## config.mk

```make
export PLATFORM = sky130hd
export DESIGN_NAME = bsg_mcl_host_req_arbiter
export DESIGN_NICKNAME = d
export VERILOG_FILES = /design/src/rtl/bsg_mcl_arb_pkg.sv /design/src/rtl/bsg_mcl_rr_credit_arb.sv /design/src/rtl/bsg_mcl_host_req_arbiter.sv
export SDC_FILE = /design/constraint.sdc
export NUM_CORES = 1
export LEC_CHECK = 0
export BUFFER_PORTS_ARGS = -buffer_cell sky130_fd_sc_hd__buf_2
export CAP_MARGIN = 0
export CORE_AREA = 2 2 362 364
export CTS_BUF_LIST = sky130_fd_sc_hd__clkbuf_4 sky130_fd_sc_hd__clkbuf_8
export CTS_CLUSTER_DIAMETER = 60
export DETAILED_ROUTE_END_ITERATION = 7
export DIE_AREA = 0 0 364 366
export GPL_TIMING_DRIVEN = 1
export PLACE_DENSITY = 0.3
export RECOVER_POWER = 50
export SLEW_MARGIN = 0
export SYNTH_ARGS = -nofsm -noshare
export SYNTH_HDL_FRONTEND = slang
export SYNTH_SLANG_ARGS = --single-unit
```

## constraint.sdc

```tcl
create_clock -name clk_i -period 8.68 [get_ports clk_i]
set_input_delay 1.302 -clock clk_i [delete_from_list [all_inputs] [get_ports clk_i]]
set_output_delay 1.302 -clock clk_i [all_outputs]
set_load 0.02 [all_outputs]
```

## src/rtl/bsg_mcl_arb_pkg.sv

```systemverilog
// ============================================================================
// Module  : bsg_mcl_arb_pkg
// Brief   : Opcodes, field offsets and packet typedefs shared by the host
//           request arbiter and its round-robin grant logic.
// Revision: 1.0 - initial release
// ============================================================================
`default_nettype none

package bsg_mcl_arb_pkg;

  localparam logic [7:0] OP_REMOTE_LOAD  = 8'h00;
  localparam logic [7:0] OP_REMOTE_STORE = 8'h01;

  // Request word field offsets, LSB first
  localparam int REQ_X_LSB       = 0;
  localparam int REQ_Y_LSB       = 8;
  localparam int REQ_SRC_X_LSB   = 16;
  localparam int REQ_SRC_Y_LSB   = 24;
  localparam int REQ_PAYLOAD_LSB = 32;
  localparam int REQ_OP_EX_LSB   = 64;
  localparam int REQ_OP_LSB      = 72;
  localparam int REQ_ADDR_LSB    = 80;
  localparam int REQ_PAD_LSB     = 112;

  // Response word field offsets, LSB first
  localparam int RSP_X_LSB        = 0;
  localparam int RSP_Y_LSB        = 8;
  localparam int RSP_LOAD_ID_LSB  = 16;
  localparam int RSP_DATA_LSB     = 48;
  localparam int RSP_PKT_TYPE_LSB = 80;

  localparam int NUM_REQ_DEFAULT = 4;
  localparam int RR_PTR_W        = $clog2(NUM_REQ_DEFAULT);

  function automatic int rr_ptr_width(input int n);
    return (n > 1) ? $clog2(n) : 1;
  endfunction

  typedef struct packed {
    logic [15:0] pad;
    logic [31:0] addr;
    logic [7:0]  op;
    logic [7:0]  op_ex;
    logic [31:0] payload;
    logic [7:0]  src_y;
    logic [7:0]  src_x;
    logic [7:0]  y;
    logic [7:0]  x;
  } bsg_mcl_request_s;

  typedef struct packed {
    logic [39:0] pad;
    logic [7:0]  pkt_type;
    logic [31:0] data;
    logic [31:0] load_id;
    logic [7:0]  y;
    logic [7:0]  x;
  } bsg_mcl_response_s;

endpackage

`default_nettype wire

```

## src/rtl/bsg_mcl_rr_credit_arb.sv

```systemverilog
// ============================================================================
// Module  : bsg_mcl_rr_credit_arb
// Brief   : Rotating-priority grant over an eligibility mask; the pointer
//           moves past the winner on every grant.
// Revision: 1.0 - initial release
// ============================================================================
`default_nettype none

module bsg_mcl_rr_credit_arb
  import bsg_mcl_arb_pkg::*;
#(
  parameter int num_req_p = 4,
  parameter int ptr_w_p   = rr_ptr_width(num_req_p)
) (
  input  logic                 clk_i,
  input  logic                 reset_i,
  input  logic [num_req_p-1:0] eligible_i,
  input  logic                 en_i,
  output logic [num_req_p-1:0] grant_o,
  output logic                 grant_v_o,
  output logic [ptr_w_p-1:0]   grant_idx_o
);

  logic [ptr_w_p-1:0] r_ptr;
  logic [ptr_w_p-1:0] w_cand;
  logic [ptr_w_p-1:0] w_idx;
  logic               w_found;

  // num_req_p is a power of two, so pointer arithmetic wraps naturally
  always_comb begin
    w_found = 1'b0;
    w_idx   = r_ptr;
    w_cand  = r_ptr;
    for (int k = 0; k < num_req_p; k++) begin
      w_cand = r_ptr + ptr_w_p'(k);
      if (!w_found && eligible_i[w_cand]) begin
        w_found = 1'b1;
        w_idx   = w_cand;
      end
    end
  end

  assign grant_v_o   = w_found & en_i;
  assign grant_idx_o = w_idx;
  assign grant_o     = grant_v_o ? ({{(num_req_p-1){1'b0}}, 1'b1} << w_idx)
                                 : '0;

  always_ff @(posedge clk_i or posedge reset_i) begin
    if (reset_i) begin
      r_ptr <= '0;
    end else if (grant_v_o) begin
      r_ptr <= w_idx + ptr_w_p'(1);
    end
  end

endmodule

`default_nettype wire

```

## src/rtl/bsg_mcl_host_req_arbiter.sv

```systemverilog
// ============================================================================
// Module  : bsg_mcl_host_req_arbiter
// Brief   : Shares one endpoint request FIFO among host requesters with
//           credit-aware round-robin, load tagging and response routing.
//           Optional BSG_MCL_ARB_PERF_EN adds per-requester stall counters.
// Revision: 1.0 - initial release
// ============================================================================
`default_nettype none

module bsg_mcl_host_req_arbiter
  import bsg_mcl_arb_pkg::*;
#(
  parameter int num_req_p         = 4,
  parameter int fifo_width_p      = 128,
  parameter int max_out_credits_p = 16,
  parameter int rcv_fifo_els_p    = 32
) (
  input  logic                                      clk_i,
  input  logic                                      reset_i,
  input  logic [num_req_p-1:0]                      req_v_i,
  input  logic [num_req_p-1:0][fifo_width_p-1:0]    req_data_i,
  output logic [num_req_p-1:0]                      req_ready_o,
  output logic                                      fifo_v_o,
  output logic [fifo_width_p-1:0]                   fifo_data_o,
  input  logic                                      fifo_ready_i,
  input  logic [$clog2(max_out_credits_p+1)-1:0]    out_credits_i,
  input  logic [$clog2(rcv_fifo_els_p+1)-1:0]       rcv_fifo_vacancy_i,
  input  logic                                      rsp_v_i,
  input  logic [fifo_width_p-1:0]                   rsp_data_i,
  output logic                                      rsp_ready_o,
  output logic [num_req_p-1:0]                      rsp_v_o,
  output logic [fifo_width_p-1:0]                   rsp_data_o,
  input  logic [num_req_p-1:0]                      rsp_ready_i,
  output logic [$clog2(max_out_credits_p+1)-1:0]    outstanding_o
`ifdef BSG_MCL_ARB_PERF_EN
  ,
  output logic [num_req_p-1:0][31:0]                stall_cnt_o
`endif
);

  localparam int c_ptr_w  = rr_ptr_width(num_req_p);
  localparam int c_cred_w = $clog2(max_out_credits_p+1);

  logic                                r_fifo_v;
  logic [fifo_width_p-1:0]             r_fifo_data;
  logic                                r_is_load;
  logic [c_ptr_w-1:0]                  r_src;
  logic [c_cred_w-1:0]                 r_outstanding;
  logic [num_req_p-1:0][c_cred_w-1:0]  r_dst_cnt;

  logic [num_req_p-1:0]    w_is_load;
  logic [num_req_p-1:0]    w_eligible;
  logic                    w_load_ok;
  logic                    w_stage_free;
  logic [num_req_p-1:0]    w_grant;
  logic                    w_grant_v;
  logic [c_ptr_w-1:0]      w_grant_idx;
  logic [fifo_width_p-1:0] w_sel_word;
  logic [fifo_width_p-1:0] w_tagged_word;
  logic                    w_out_fire;
  logic                    w_load_leave;
  logic                    w_rsp_fire;
  logic [c_ptr_w-1:0]      w_dst;

  // A load parked in the output stage counts against the budget so the
  // in-flight total can never exceed max_out_credits_p
  assign w_load_ok = (int'(rcv_fifo_vacancy_i) >= max_out_credits_p)
                   & ((int'(r_outstanding) + int'(r_fifo_v & r_is_load))
                      < max_out_credits_p);

  assign w_stage_free = ~r_fifo_v | fifo_ready_i;

  for (genvar i = 0; i < num_req_p; i++) begin : g_req
    assign w_is_load[i]  = (req_data_i[i][REQ_OP_LSB +: 8] == OP_REMOTE_LOAD);
    assign w_eligible[i] = req_v_i[i] & (out_credits_i != '0)
                         & (~w_is_load[i] | w_load_ok);
  end

  bsg_mcl_rr_credit_arb #(
    .num_req_p (num_req_p),
    .ptr_w_p   (c_ptr_w)
  ) u_arb (
    .clk_i       (clk_i),
    .reset_i     (reset_i),
    .eligible_i  (w_eligible),
    .en_i        (w_stage_free & ~reset_i),
    .grant_o     (w_grant),
    .grant_v_o   (w_grant_v),
    .grant_idx_o (w_grant_idx)
  );

  assign req_ready_o = w_grant;
  assign w_sel_word  = req_data_i[w_grant_idx];

  always_comb begin
    w_tagged_word = w_sel_word;
    if (w_is_load[w_grant_idx]) begin
      w_tagged_word[REQ_PAYLOAD_LSB +: c_ptr_w] = w_grant_idx;
    end
  end

  always_ff @(posedge clk_i or posedge reset_i) begin
    if (reset_i) begin
      r_fifo_v    <= 1'b0;
      r_fifo_data <= '0;
      r_is_load   <= 1'b0;
      r_src       <= '0;
    end else if (w_grant_v) begin
      r_fifo_v    <= 1'b1;
      r_fifo_data <= w_tagged_word;
      r_is_load   <= w_is_load[w_grant_idx];
      r_src       <= w_grant_idx;
    end else if (fifo_ready_i) begin
      r_fifo_v    <= 1'b0;
    end
  end

  assign fifo_v_o    = r_fifo_v;
  assign fifo_data_o = r_fifo_data;

  // Response path is a pure pass-through steered by the tag in load_id
  assign w_dst       = rsp_data_i[RSP_LOAD_ID_LSB +: c_ptr_w];
  assign rsp_data_o  = rsp_data_i;
  assign rsp_v_o     = rsp_v_i ? ({{(num_req_p-1){1'b0}}, 1'b1} << w_dst) : '0;
  assign rsp_ready_o = rsp_ready_i[w_dst] & ~reset_i;

  assign w_out_fire   = r_fifo_v & fifo_ready_i;
  assign w_load_leave = w_out_fire & r_is_load;
  assign w_rsp_fire   = rsp_v_i & rsp_ready_o;

  always_ff @(posedge clk_i or posedge reset_i) begin
    if (reset_i) begin
      r_outstanding <= '0;
    end else begin
      case ({w_load_leave, w_rsp_fire})
        2'b10:   r_outstanding <= r_outstanding + c_cred_w'(1);
        2'b01:   r_outstanding <= r_outstanding - c_cred_w'(1);
        default: r_outstanding <= r_outstanding;
      endcase
    end
  end

  assign outstanding_o = r_outstanding;

  for (genvar i = 0; i < num_req_p; i++) begin : g_cnt
    logic w_inc;
    logic w_dec;
    assign w_inc = w_load_leave & (r_src == c_ptr_w'(i));
    assign w_dec = w_rsp_fire & (w_dst == c_ptr_w'(i));

    always_ff @(posedge clk_i or posedge reset_i) begin
      if (reset_i) begin
        r_dst_cnt[i] <= '0;
      end else begin
        case ({w_inc, w_dec})
          2'b10:   r_dst_cnt[i] <= r_dst_cnt[i] + c_cred_w'(1);
          2'b01:   r_dst_cnt[i] <= r_dst_cnt[i] - c_cred_w'(1);
          default: r_dst_cnt[i] <= r_dst_cnt[i];
        endcase
      end
    end

`ifndef SYNTHESIS
    a_dst_underflow: assert property (@(posedge clk_i) disable iff (reset_i)
      !(w_dec && !w_inc && r_dst_cnt[i] == '0));
`endif
  end

`ifndef SYNTHESIS
  a_out_underflow: assert property (@(posedge clk_i) disable iff (reset_i)
    !(w_rsp_fire && !w_load_leave && r_outstanding == '0));
  a_out_overflow: assert property (@(posedge clk_i) disable iff (reset_i)
    !(w_load_leave && !w_rsp_fire
      && int'(r_outstanding) >= max_out_credits_p));
`endif

`ifdef BSG_MCL_ARB_PERF_EN
  for (genvar i = 0; i < num_req_p; i++) begin : g_perf
    logic [31:0] r_stall;
    always_ff @(posedge clk_i or posedge reset_i) begin
      if (reset_i) begin
        r_stall <= '0;
      end else if (req_v_i[i] & ~req_ready_o[i]) begin
        r_stall <= r_stall + 32'd1;
      end
    end
    assign stall_cnt_o[i] = r_stall;
  end
`endif

endmodule

`default_nettype wire
```

==> summary.txt, run 1 <==
Clock tree
  – Hold-fix buffers, CTS: 0
  – CTS max path bufs: 2
  – Worst-Skew Late Latency: 0.65 ns
  – H-tree Lvls: 4
  – Resize count post-CTS: 0
  – Clock-pin slew on the worst setup and hold paths: 0.09 ns
  – CTS Sinks: 137
  – Root Buffer: clkbuf_8
  – TritonCTS clock tree: done
  – # Post-CTS Setup Buffers: 0
  – Cts bufs inserted: 17

Finish
  – Multi-input gate area: 0.00568 sq mm
  – Fin area: roughly 0.015 sq mm
  – Share of cells above drive strength 1: 34.5%
  – Register Area: 0.00343 sq mm
  – Area growth from synthesis to layout: 43.7%
  – FILL cells: 15,300
  – Nets: 2,619

STA
  – Slew HR: -117%
  – Max Clock Skew: 0.0232 ns
  – Final min period: 6.30 ns
  – Endpoints failing hold: 0
  – Period utilization: between 70% and 80%
  – Setup violators final: 0
  – Setup TNS: 0 ns
  – Unrepaired setup endpoints after global routing: no
  – Peak Freq: 159 MHz
  – Slew @ Worst Pin: around 3.2 ns
  – Max Transition Viols Final: between 100 and 150

Routing
  – WL/cell: 18.2 microns
  – Drt drc: 0
  – Initial drt markers: 463
  – Vias per cell: 3.23
  – Via count: around 12,000
  – TritonRoute pass-1 iters: 4
  – Routed WL: 67,500 microns
  – Post-route ant nets: 0

Floorplanning
  – Initial Utilization: 8.17%
  – Io pins: around 930
  – Area of the core: between 0.1 and 0.15 sq mm
  – Full die area: approximately 0.13 sq mm
  – Chip height: 366 microns
  – Floorplan row count: 132
  – Die width: 364 microns

Synth
  – Count leader, synth: nand2_1
  – Yosys reg bits: 137
  – Synth Flop Type: dfrtp_1
  – Instance count of the mapped netlist: 1,473
  – Top cell type's share of synthesized area: 32.5%
  – Synth async-reset ratio: 100%
  – Seq/Total Area, Yosys: about a third
  – Number of synthesis warnings: 0
  – Cell taking the most area after synthesis: dfrtp_1
  – Post-synth EDFFs: 0
  – Syn Nets: 2,145
  – Synth top cells by count: nand2_1 (613), and3_1 (242), dfrtp_1 (137)
  – Top post-synthesis cells by area: dfrtp_1 (33%), nand2_1 (22%), and3_1 (14%)
  – Post-Syn Area: 0.0105 sq mm
  – Unique masters post-synth: 45
  – Syn_area_per_cell: ~7.2 sq um

Outcome
  – Failing checks: capacitance limit, slew limit
  – Status: finished, violations left

Critical path
  – Worst-path fanout max: 56
  – Bufs and invs on worst path: 3
  – Crit. End Element: output pin
  – Crit path DAT: around 5 ns
  – Critical Path RT: roughly 7.4 ns
  – Nature of the critical path startpoint: input port
  – Slowest stage delay, CP: 2.43 ns
  – Crit Path Class: in2out
  – Crit path max-delay family: buffers and inverters
  – CP Cell Sequence: clkbuf_1 > clkinvlp_2 > and2_1 > buf_2
  – Slowest CP cell: clkinvlp_2

Pwr
  – Sw Share: 53.4%
  – Worst VDD drop: 0.130 mV
  – Sw power: 2190 uW
  – Sequential share of power: 26.0%
  – Power share of the clock group: 13.6%
  – Combinational power share: between 60% and 70%
  – Leakage: 0.00767 uW
  – Pwr dens: 270 mW/mm^2
  – Int Power: 1910 uW

Job
  – MaxCap Viol Count: 3

Place
  – IO buf count: a little under 700
  – Placed cell areas: 0.0149 sq mm
  – Dpl hpwl: ~52,000 microns
  – RePlAce Congestion: 0.757

GRT
  – Vias in the first global route: about 12,000
  – Largest net degree at the start of global routing: 135
  – Total gr overflow: 0
  – First-pass GRT wire length: 91,900 microns
  – GRT Total Usage: between 9 and 10%
  – Initial antenna violation count: 21

Min path
  – Min-delay worst type: reg2reg
==> power groups by stage <==
stage	Combinational [uW]	Clock [uW]	Sequential, uW
floorplan	1260	0	1400
global placement	2650	0	1070
detailed placement	2640	0	1070
CTS	2640	630	1060
global route	2770	634	1110
finish	2470	558	1060
==> layout make-up <==
cell class / instances / share of cell area [%]
well taps: 1742 / 14.4
clock buffers: 18 / 1.64
clock inverters: 14 / 0.661
inverters: 10 / 0.322
multi-input cells: 1088 / 37.5
flip-flops and latches: 137 / 22.6
diodes: 6 / 0.0991
repair buffers: 693 / 22.7
==> state kept, by name, summed over array words and instances, names as in the netlist <==
name / count
fifo_data_o: 128
u_arb.r_ptr: 2
outstanding_o: 5
fifo_v_o: 1
r_is_load: 1
==> final timing paths <==
check                                  from          endpoint  slack (ns)  cells past startpoint
min in group asynchronous           reset_i    u_arb.r_ptr[1]        1.60                      2
setup reg to reg           outstanding_o[1]   fifo_data_o[44]        4.25                     10
max in group asynchronous           reset_i  fifo_data_o[105]        3.27                      3
hold reg to reg             fifo_data_o[36]   fifo_data_o[36]        0.48                      2
setup / recovery                    reset_i       rsp_ready_o        2.38                      4
hold / removal              fifo_data_o[36]   fifo_data_o[36]        0.48                      2
==> placed cells by master, fill, tap and decap left out, types with 2 or more instances in the layout <==
cell and instances:
a41oi_1 2, o211ai_1 3, buf_12 2, clkinv_2 4, a21oi_1 5, nand2_1 612, and2_1 3, o22ai_1 2
o31ai_1 119, mux2i_1 22, dfrtp_1 137, buf_2 611, diode_2 6, xor2_1 2, mux2_2 9, and3_1 242
nor2_1 7, a21o_1 3, clkbuf_8 18, xnor2_1 3, inv_6 3, o21ai_0 13, clkbuf_1 68, buf_4 12
a311oi_1 2, inv_1 7, nor4_1 8, ha_1 8, clkinvlp_4 6
==> cell families after synthesis <==
kind of cell / Yosys count / share of synthesized area [%]
and+or+nand+nor: 880 / 37.5
buffers and inverters: 248 / 13.7
AOI/OAI and AO/OA: 162 / 11.4
DFF: 137 / 32.5
muxes: 32 / 3.27
adders and majority gates: 9 / 1.14
xor gates and xnor gates: 5 / 0.416
==> tightest hold or removal path, stage by stage (launching register included) <==
cell     delay, ns
dfrtp_1       0.35
nand2_1       0.05
o31ai_1       0.05
==> metrics by stage <==
step	utilization, %	instances	power [uW]	worst slack, ns	hold slack (ns)
5_1_grt	11.7	3705	4510	1.53	0.511
3_3_place_gp	11.5	3670	3720	2.21	0.457
6_report	11.7	3708	4100	2.38	0.476
4_1_cts	11.8	3702	4340	2.17	0.482
2_1_floorplan	-	1473	2660	2.72	0.471
3_5_place_dp	11.5	3670	3710	2.17	0.460
==> per-layer routing <==
layer  vias up  track usage, %  part of all wire (%)
met2       591            17.5                    50
li1       5776               -                     -
met3       103            4.40                   9.9
met4        14            3.08                   2.3
met5         -               0                  0.11
met1      5497            10.2                    38
Note: power is estimated with default switching activity, not from simulation.
==> run 2: changes to the inputs <==
==> constraint.sdc (replaced) <==
create_clock -name clk_i -period 5.6 [get_ports clk_i]
set_input_delay 0.84 -clock clk_i [delete_from_list [all_inputs] [get_ports clk_i]]
set_output_delay 0.84 -clock clk_i [all_outputs]
set_load 0.02 [all_outputs]
==> run 2 against run 1 <==
  * Total power up 57%
  * Design area up 1.6%
  * Non-clock buffer count up 8
  * Sequential power up 55%
  * Via count about the same
  * Global-route usage about the same
  * The flow still finishes with violations (capacitance limit, slew limit)
  * Flip-flop and latch count unchanged
  * Largest power group unchanged
  * First-iteration DRC count down 7.3%
  * Routed wire length down 1.0%
  * Clock power up 63%
==> summary.txt, run 2 (synthesis results as in run 1) <==
STA
  – Unrepaired setup endpoints after global routing: no
  – Setup violators final: 0 (unchanged)
  – Max Transition Viols Final: 88 (-39%)
  – Period utilization: 82.6%
  – Max Clock Skew: 0.0205 ns (-0.00266 ns)
  – Setup TNS: 0 ns (unchanged)
  – Endpoints failing hold: 0 (unchanged)
  – Slew HR: -99.5% (+17 points)
  – Peak Freq: 216 MHz
  – Final min period: 4.63 ns
  – Slew @ Worst Pin: 2.99 ns (-0.238 ns)

Pwr
  – Sequential share of power: 25.5% (-0.5 points)
  – Worst VDD drop: 0.279 mV (+120%)
  – Leakage: 0.00794 uW (+3.6%)
  – Power share of the clock group: 14.1% (+0.5 points)
  – Sw power: 3330 uW (+52%)
  – Sw Share: 51.7% (-1.7 points)
  – Design Power: 6450 uW (+57%)
  – Int Power: 3120 uW (+63%)
  – Pwr dens: 419 mW/mm^2 (+55%)
  – Combinational power share: 60.4% (about the same)

Outcome
  – Failing checks: capacitance limit, slew limit
  – Status: finished, violations left

Critical path
  – CP Cell Sequence: buf_2 > nor4_1 > and2_0 > a21o_1 > o22ai_1 > a222oi_1 > buf_4 > ha_1 > and3_1 > buf_2
  – Crit. End Element: output pin
  – Slowest stage delay, CP: 0.71 ns (-1.72 ns)
  – Most used cell, CP: buf_2
  – Worst-path fanout max: 13 (-77%)
  – R2R Setup Slk: 2.03 ns (-2.22 ns)
  – Worst Setup EP: req_ready_o[3]
  – Crit path DAT: 3.79 ns (-1.21 ns)
  – RR Startpoint: outstanding_o[1]
  – Reg2Reg Depth: 10 (unchanged)
  – CP Launch Point: req_data_i[332]
  – Terminus of the critical flop-to-flop path: fifo_data_o[106]
  – Crit Path Class: in2out
  – Critical Path RT: 4.76 ns (-2.62 ns)
  – Nature of the critical path startpoint: input port
  – Slowest CP cell: nor4_1

Routing
  – Vias per cell: 3.23 (-0.18%)
  – Routed WL: 66,800 microns (-1.0%)
  – WL/cell: 18.0 microns (-1.2%)
  – Via count: 12,000 (+0.033%)
  – Post-route ant nets: 0 (unchanged)
  – TritonRoute pass-1 iters: 5 (+1)
  – Initial drt markers: 429 (-7.3%)
  – Drt drc: 0 (unchanged)

Floorplanning
  – Io pins: 934 (unchanged)
  – Area of the core: 0.129 sq mm (unchanged)
  – Chip height: 366 microns (unchanged)
  – Initial Utilization: 8.17% (unchanged)
  – Floorplan row count: 132 (unchanged)
  – Die width: 364 microns (unchanged)
  – Full die area: 0.133 sq mm (unchanged)

Clock tree
  – CTS max path bufs: 2 (unchanged)
  – Cts bufs inserted: 17 (unchanged)
  – Root Buffer: clkbuf_8
  – Hold-fix buffers, CTS: 0 (unchanged)
  – Clock-pin slew on the worst setup and hold paths: 0.10 ns (about the same)
  – Resize count post-CTS: 0 (unchanged)
  – CTS Sinks: 137 (unchanged)
  – H-tree Lvls: 4 (unchanged)
  – TritonCTS clock tree: done
  – Worst-Skew Late Latency: 0.61 ns (-0.04 ns)
  – # Post-CTS Setup Buffers: 0 (unchanged)

Place
  – IO buf count: 677 (unchanged)
  – Dpl hpwl: 52,500 microns (+0.19%)
  – Placed cell areas: 0.0150 sq mm (+0.91%)
  – RePlAce Congestion: 0.758 (about the same)

GRT
  – Vias in the first global route: 12,400 (+0.081%)
  – Initial antenna violation count: 18 (-14%)
  – Global routing usage on met1: 10.5% (+0.23 points)
  – GRT Total Usage: 9.82% (about the same)
  – Total gr overflow: 0 (unchanged)
  – Met3 Track Usage GR: 4.28% (-0.11 points)
  – First-pass GRT wire length: 92,400 microns (+0.59%)
  – Largest net degree at the start of global routing: 122 (-9.6%)
  – Global route hottest layer: met2
  – GRT met2 Usage: 17.2% (-0.24 points)

Finish
  – FILL cells: 15,200 (-0.13%)
  – Most frequent cells in the layout: buf_2 (668), nand2_1 (612), and3_1 (242), dfrtp_1 (137), o31ai_1 (119)
  – Register Area: 0.00343 sq mm (unchanged)
  – Commonest non-fill, non-tap cell in the layout: buf_2
  – Multi-input gate area: 0.00568 sq mm (unchanged)
  – Max reg flops: 128 (unchanged)
  – Nets: 2,627 (+0.31%)
  – Share of cells above drive strength 1: 37.7% (+3.2 points)
  – Area growth from synthesis to layout: 46.0%
  – Post-Route Utilization: 11.9% (+0.19 points)
  – Fin area: 0.0154 sq mm (+1.6%)

Job
  – MaxCap Viol Count: 2 (-1)

Min path
  – Min-delay worst type: in2async
## run 2: changes by cell type in the layout (fill, tap and decap cells not counted), sizes merged
cell      previous run  this run
clkbuf              86        32
bufinv               0         1
buf                625       690
clkinvlp             7         3
clkinv               5         7
inv                 12        10
## run 2: worst min-delay path by stage
stage / slack (ns) / to / depth (start not counted) / from
2_1_floorplan: 0.47 / r_is_load / 2 / r_is_load
3_3_place_gp: 0.46 / fifo_data_o[10] / 2 / fifo_data_o[10]
3_5_place_dp: 0.46 / fifo_data_o[58] / 2 / fifo_data_o[58]
4_1_cts: 0.21 / fifo_data_o[73] / 2 / reset_i
5_1_grt: 0.31 / fifo_data_o[73] / 2 / reset_i
6_report: 0.37 / fifo_data_o[73] / 2 / reset_i
## run 2: metrics by stage
step / hold WS, ns / worst slack, ns / std cells
after floorplan: 0.471 / 0.128 / 1473
after global placement: 0.457 / 0.954 / 3678
after detailed placement: 0.460 / 0.946 / 3678
after CTS: 0.212 / 0.928 / 3710
after global routing: 0.310 / 0.726 / 3713
final: 0.370 / 0.972 / 3716
## run 2: final cells by class
class                      count  area share, %
sequential                   137           22.3
clock buffer                  21           1.80
tap                         1742           14.2
clock inverter                11          0.642
multi-input combinational   1088           36.9
timing repair buffer         701           23.7
antenna                        6         0.0976
inverter                      10          0.358
## run 2: metal layers
metal / vias up / wire length (microns)
li1: 5791 / -
met1: 5496 / 25700
met2: 596 / 33000
met3: 96 / 6520
met4: 6 / 1590
met5: - / 40
## run 2: worst max-delay path, delay by kind of cell
family	cells	cell delay, ns
AND/OR/NAND/NOR	3	1.19
AO/OA/AOI/OAI	3	0.89
buffers and inverters	3	0.66
adder cells (fa/ha/maj)	1	0.20
## run 2: power groups by stage
stage,clock network [uW],logic (uW),registers [uW]
after global routing,1030,4360,1710
final,908,3900,1640
after CTS,1010,4100,1650
after global placement,0,4120,1660
after detailed placement,0,4090,1660
after floorplan,0,1960,2170
==> run 3: changes to the inputs <==
==> constraint.sdc (replaced) <==
create_clock -name clk_i -period 4 [get_ports clk_i]
set_input_delay 0.6 -clock clk_i [delete_from_list [all_inputs] [get_ports clk_i]]
set_output_delay 0.6 -clock clk_i [all_outputs]
set_load 0.02 [all_outputs]
==> run 3 against run 2 <==
  * The run now ends clean
  * Combinational power rose by 49%
  * Via count rose by 2.1%
  * Total power rose by 49%
  * Critical path type unchanged
  * Largest cell class unchanged
==> summary.txt, run 3 (synthesis results as in run 1) <==
Outcome
  – Status: finished, final reports clean

Clock tree
  – CTS max path bufs: 2 (unchanged)
  – Root Buffer: clkbuf_8
  – H-tree Lvls: 4 (unchanged)
  – TritonCTS clock tree: done
  – CTS Sinks: 137 (unchanged)
  – Hold-fix buffers, CTS: 0 (unchanged)
  – Clock-pin slew on the worst setup and hold paths: 0.10 ns (about the same)
  – Cts bufs inserted: 17 (unchanged)
  – Worst-Skew Late Latency: 0.61 ns (about the same)

Floorplanning
  – Full die area: 0.133 sq mm (unchanged)
  – Chip height: 366 microns (unchanged)
  – Area of the core: 0.129 sq mm (unchanged)
  – Io pins: 934 (unchanged)
  – Die width: 364 microns (unchanged)
  – Initial Utilization: 8.17% (unchanged)
  – Floorplan row count: 132 (unchanged)

Critical path
  – Crit path DAT: 3.29 ns (-0.50 ns)
  – RR Startpoint: outstanding_o[1]
  – R2R Setup Slk: 0.86 ns (-1.17 ns)
  – Reg2Reg Depth: 10 (unchanged)
  – Crit. End Element: output pin
  – Critical Path RT: 3.40 ns (-1.36 ns)
  – Nature of the critical path startpoint: input port
  – Crit Path Class: in2out
  – Terminus of the critical flop-to-flop path: fifo_data_o[85]
  – Worst-path fanout max: 4 (-9)

Routing
  – Drt drc: 0 (unchanged)
  – Post-route ant nets: 0 (unchanged)
  – WL/cell: 17.9 microns (-0.55%)
  – Vias per cell: 3.24 (+0.32%)
  – Via count: 12,200 (+2.1%)
  – TritonRoute pass-1 iters: 4 (-1)
  – Routed WL: 67,600 microns (+1.2%)
  – Initial drt markers: 380 (-11%)

GRT
  – Largest net degree at the start of global routing: 93 (-24%)
  – Met3 Track Usage GR: 4.51% (+0.22 points)
  – GRT met2 Usage: 17.5% (+0.30 points)
  – GRT Total Usage: 9.90% (+0.082 points)
  – Global route hottest layer: met2
  – Global routing usage on met1: 10.0% (-0.45 points)
  – Initial antenna violation count: 20 (+2)
  – Vias in the first global route: 12,800 (+3.4%)
  – First-pass GRT wire length: 93,200 microns (+0.84%)
  – Total gr overflow: 0 (unchanged)

Place
  – Placed cell areas: 0.0156 sq mm (+4.1%)
  – Dpl hpwl: 55,400 microns (+5.4%)
  – IO buf count: 677 (unchanged)
  – RePlAce Congestion: 0.780 (+2.9%)

STA
  – Max Clock Skew: 0.0184 ns (-0.00210 ns)
  – Endpoints failing hold: 0 (unchanged)
  – Slew @ Worst Pin: 1.40 ns (-1.59 ns)
  – Max Transition Viols Final: 0 (-100%)
  – Slew HR: 6.59% (+110 points)
  – Period utilization: between 90% and 100%
  – Final min period: 3.89 ns
  – Setup TNS: 0 ns (unchanged)
  – Setup violators final: 0 (unchanged)
  – Peak Freq: 257 MHz

Job
  – MaxCap Viol Count: 0 (-2)

Finish
  – Fin area: 0.0161 sq mm (+4.8%)
  – Max reg flops: 128 (unchanged)
  – Share of cells above drive strength 1: 40.2% (+2.6 points)
  – Commonest non-fill, non-tap cell in the layout: buf_2
  – Area growth from synthesis to layout: 53.0%
  – Nets: 2,691 (+2.4%)
  – Most frequent cells in the layout: buf_2 (670), nand2_1 (612), and3_1 (242), dfrtp_1 (134), o31ai_1 (119)

Pwr
  – Worst VDD drop: 0.264 mV (-5.6%)
  – Pwr dens: 594 mW/mm^2 (+42%)
  – Leakage: 0.00833 uW (+4.9%)

Min path
  – Min-delay worst type: in2async
-- run 3: cell types whose count changed in the layout (fill, tap and decap cells not counted), moves of 3 or more --
cell / change
buf_4: +54
clkinv_2: -4
buf_12: +11
dfrtp_2: +3
clkbuf_1: -4
bufinv_16: +3
dfrtp_1: -3
-- run 3: what timing repair did --
action	CTS	global route
setup endpoints to repair	0	4
setup buffers	0	5
resized for setup	0	6
-- run 3: area by class of cell --
class / count / area, sq um
fillers: 15200 / 113000
repair buffers: 765 / 4280
diodes: 8 / 20.0
multi-input cells: 1088 / 5730
clock buffers: 21 / 270
flip-flops and latches: 137 / 3430
well taps: 1742 / 2180
clock inverters: 10 / 169
inverters: 10 / 50.0
-- run 3: power breakdown --
group | switching, uW | internal (uW) | total (uW)
logic | 3620 | 2190 | 5810
registers | 340 | 1970 | 2310
clock network | 746 | 716 | 1460
-- run 3: worst max-delay path by stage --
| stage | start | endpoint | slack [ns] | cells after the start |
|---|---|---|---|---|
| 3_3_place_gp | req_data_i[460] | fifo_data_o[85] | 0.09 | 12 |
| 2_1_floorplan | reset_i | outstanding_o[4] | -0.25 | 11 |
| 3_5_place_dp | req_data_i[460] | fifo_data_o[85] | 0.07 | 12 |
| 5_1_grt | outstanding_o[1] | req_ready_o[0] | -0.03 | 11 |
| 6_report | req_data_i[460] | req_ready_o[2] | 0.11 | 11 |
| 4_1_cts | outstanding_o[2] | req_ready_o[2] | 0.07 | 11 |
-- run 3: per-layer routing --
metal	vias up	part of all wire [%]
li1	5928	-
met1	5590	37
met4	14	3.1
met5	-	0.17
met3	99	10
met2	603	50
-- run 3: through the flow --
step | hold WS [ns] | setup slack [ns] | util, % | cells | total power, uW
after global routing | 0.196 | -0.0291 | 12.5 | 3778 | 10500
after CTS | 0.0955 | 0.0701 | 12.5 | 3768 | 9920
final | 0.223 | 0.106 | 12.5 | 3781 | 9580
after global placement | 0.459 | 0.0899 | 12.1 | 3737 | 8410
after floorplan | 0.471 | -0.249 | - | 1473 | 5790
after detailed placement | 0.461 | 0.0650 | 12.1 | 3737 | 8330
-- run 3: worst max-delay path, cell delays in order --
cell and delay, ns:
buf_2 0.14, nor4_1 0.80, nand2_1 0.20, o211a_1 0.31
o311ai_1 0.30, buf_4 0.17, nand3_4 0.10, buf_4 0.18
ha_1 0.16, and3_1 0.15, buf_2 0.16
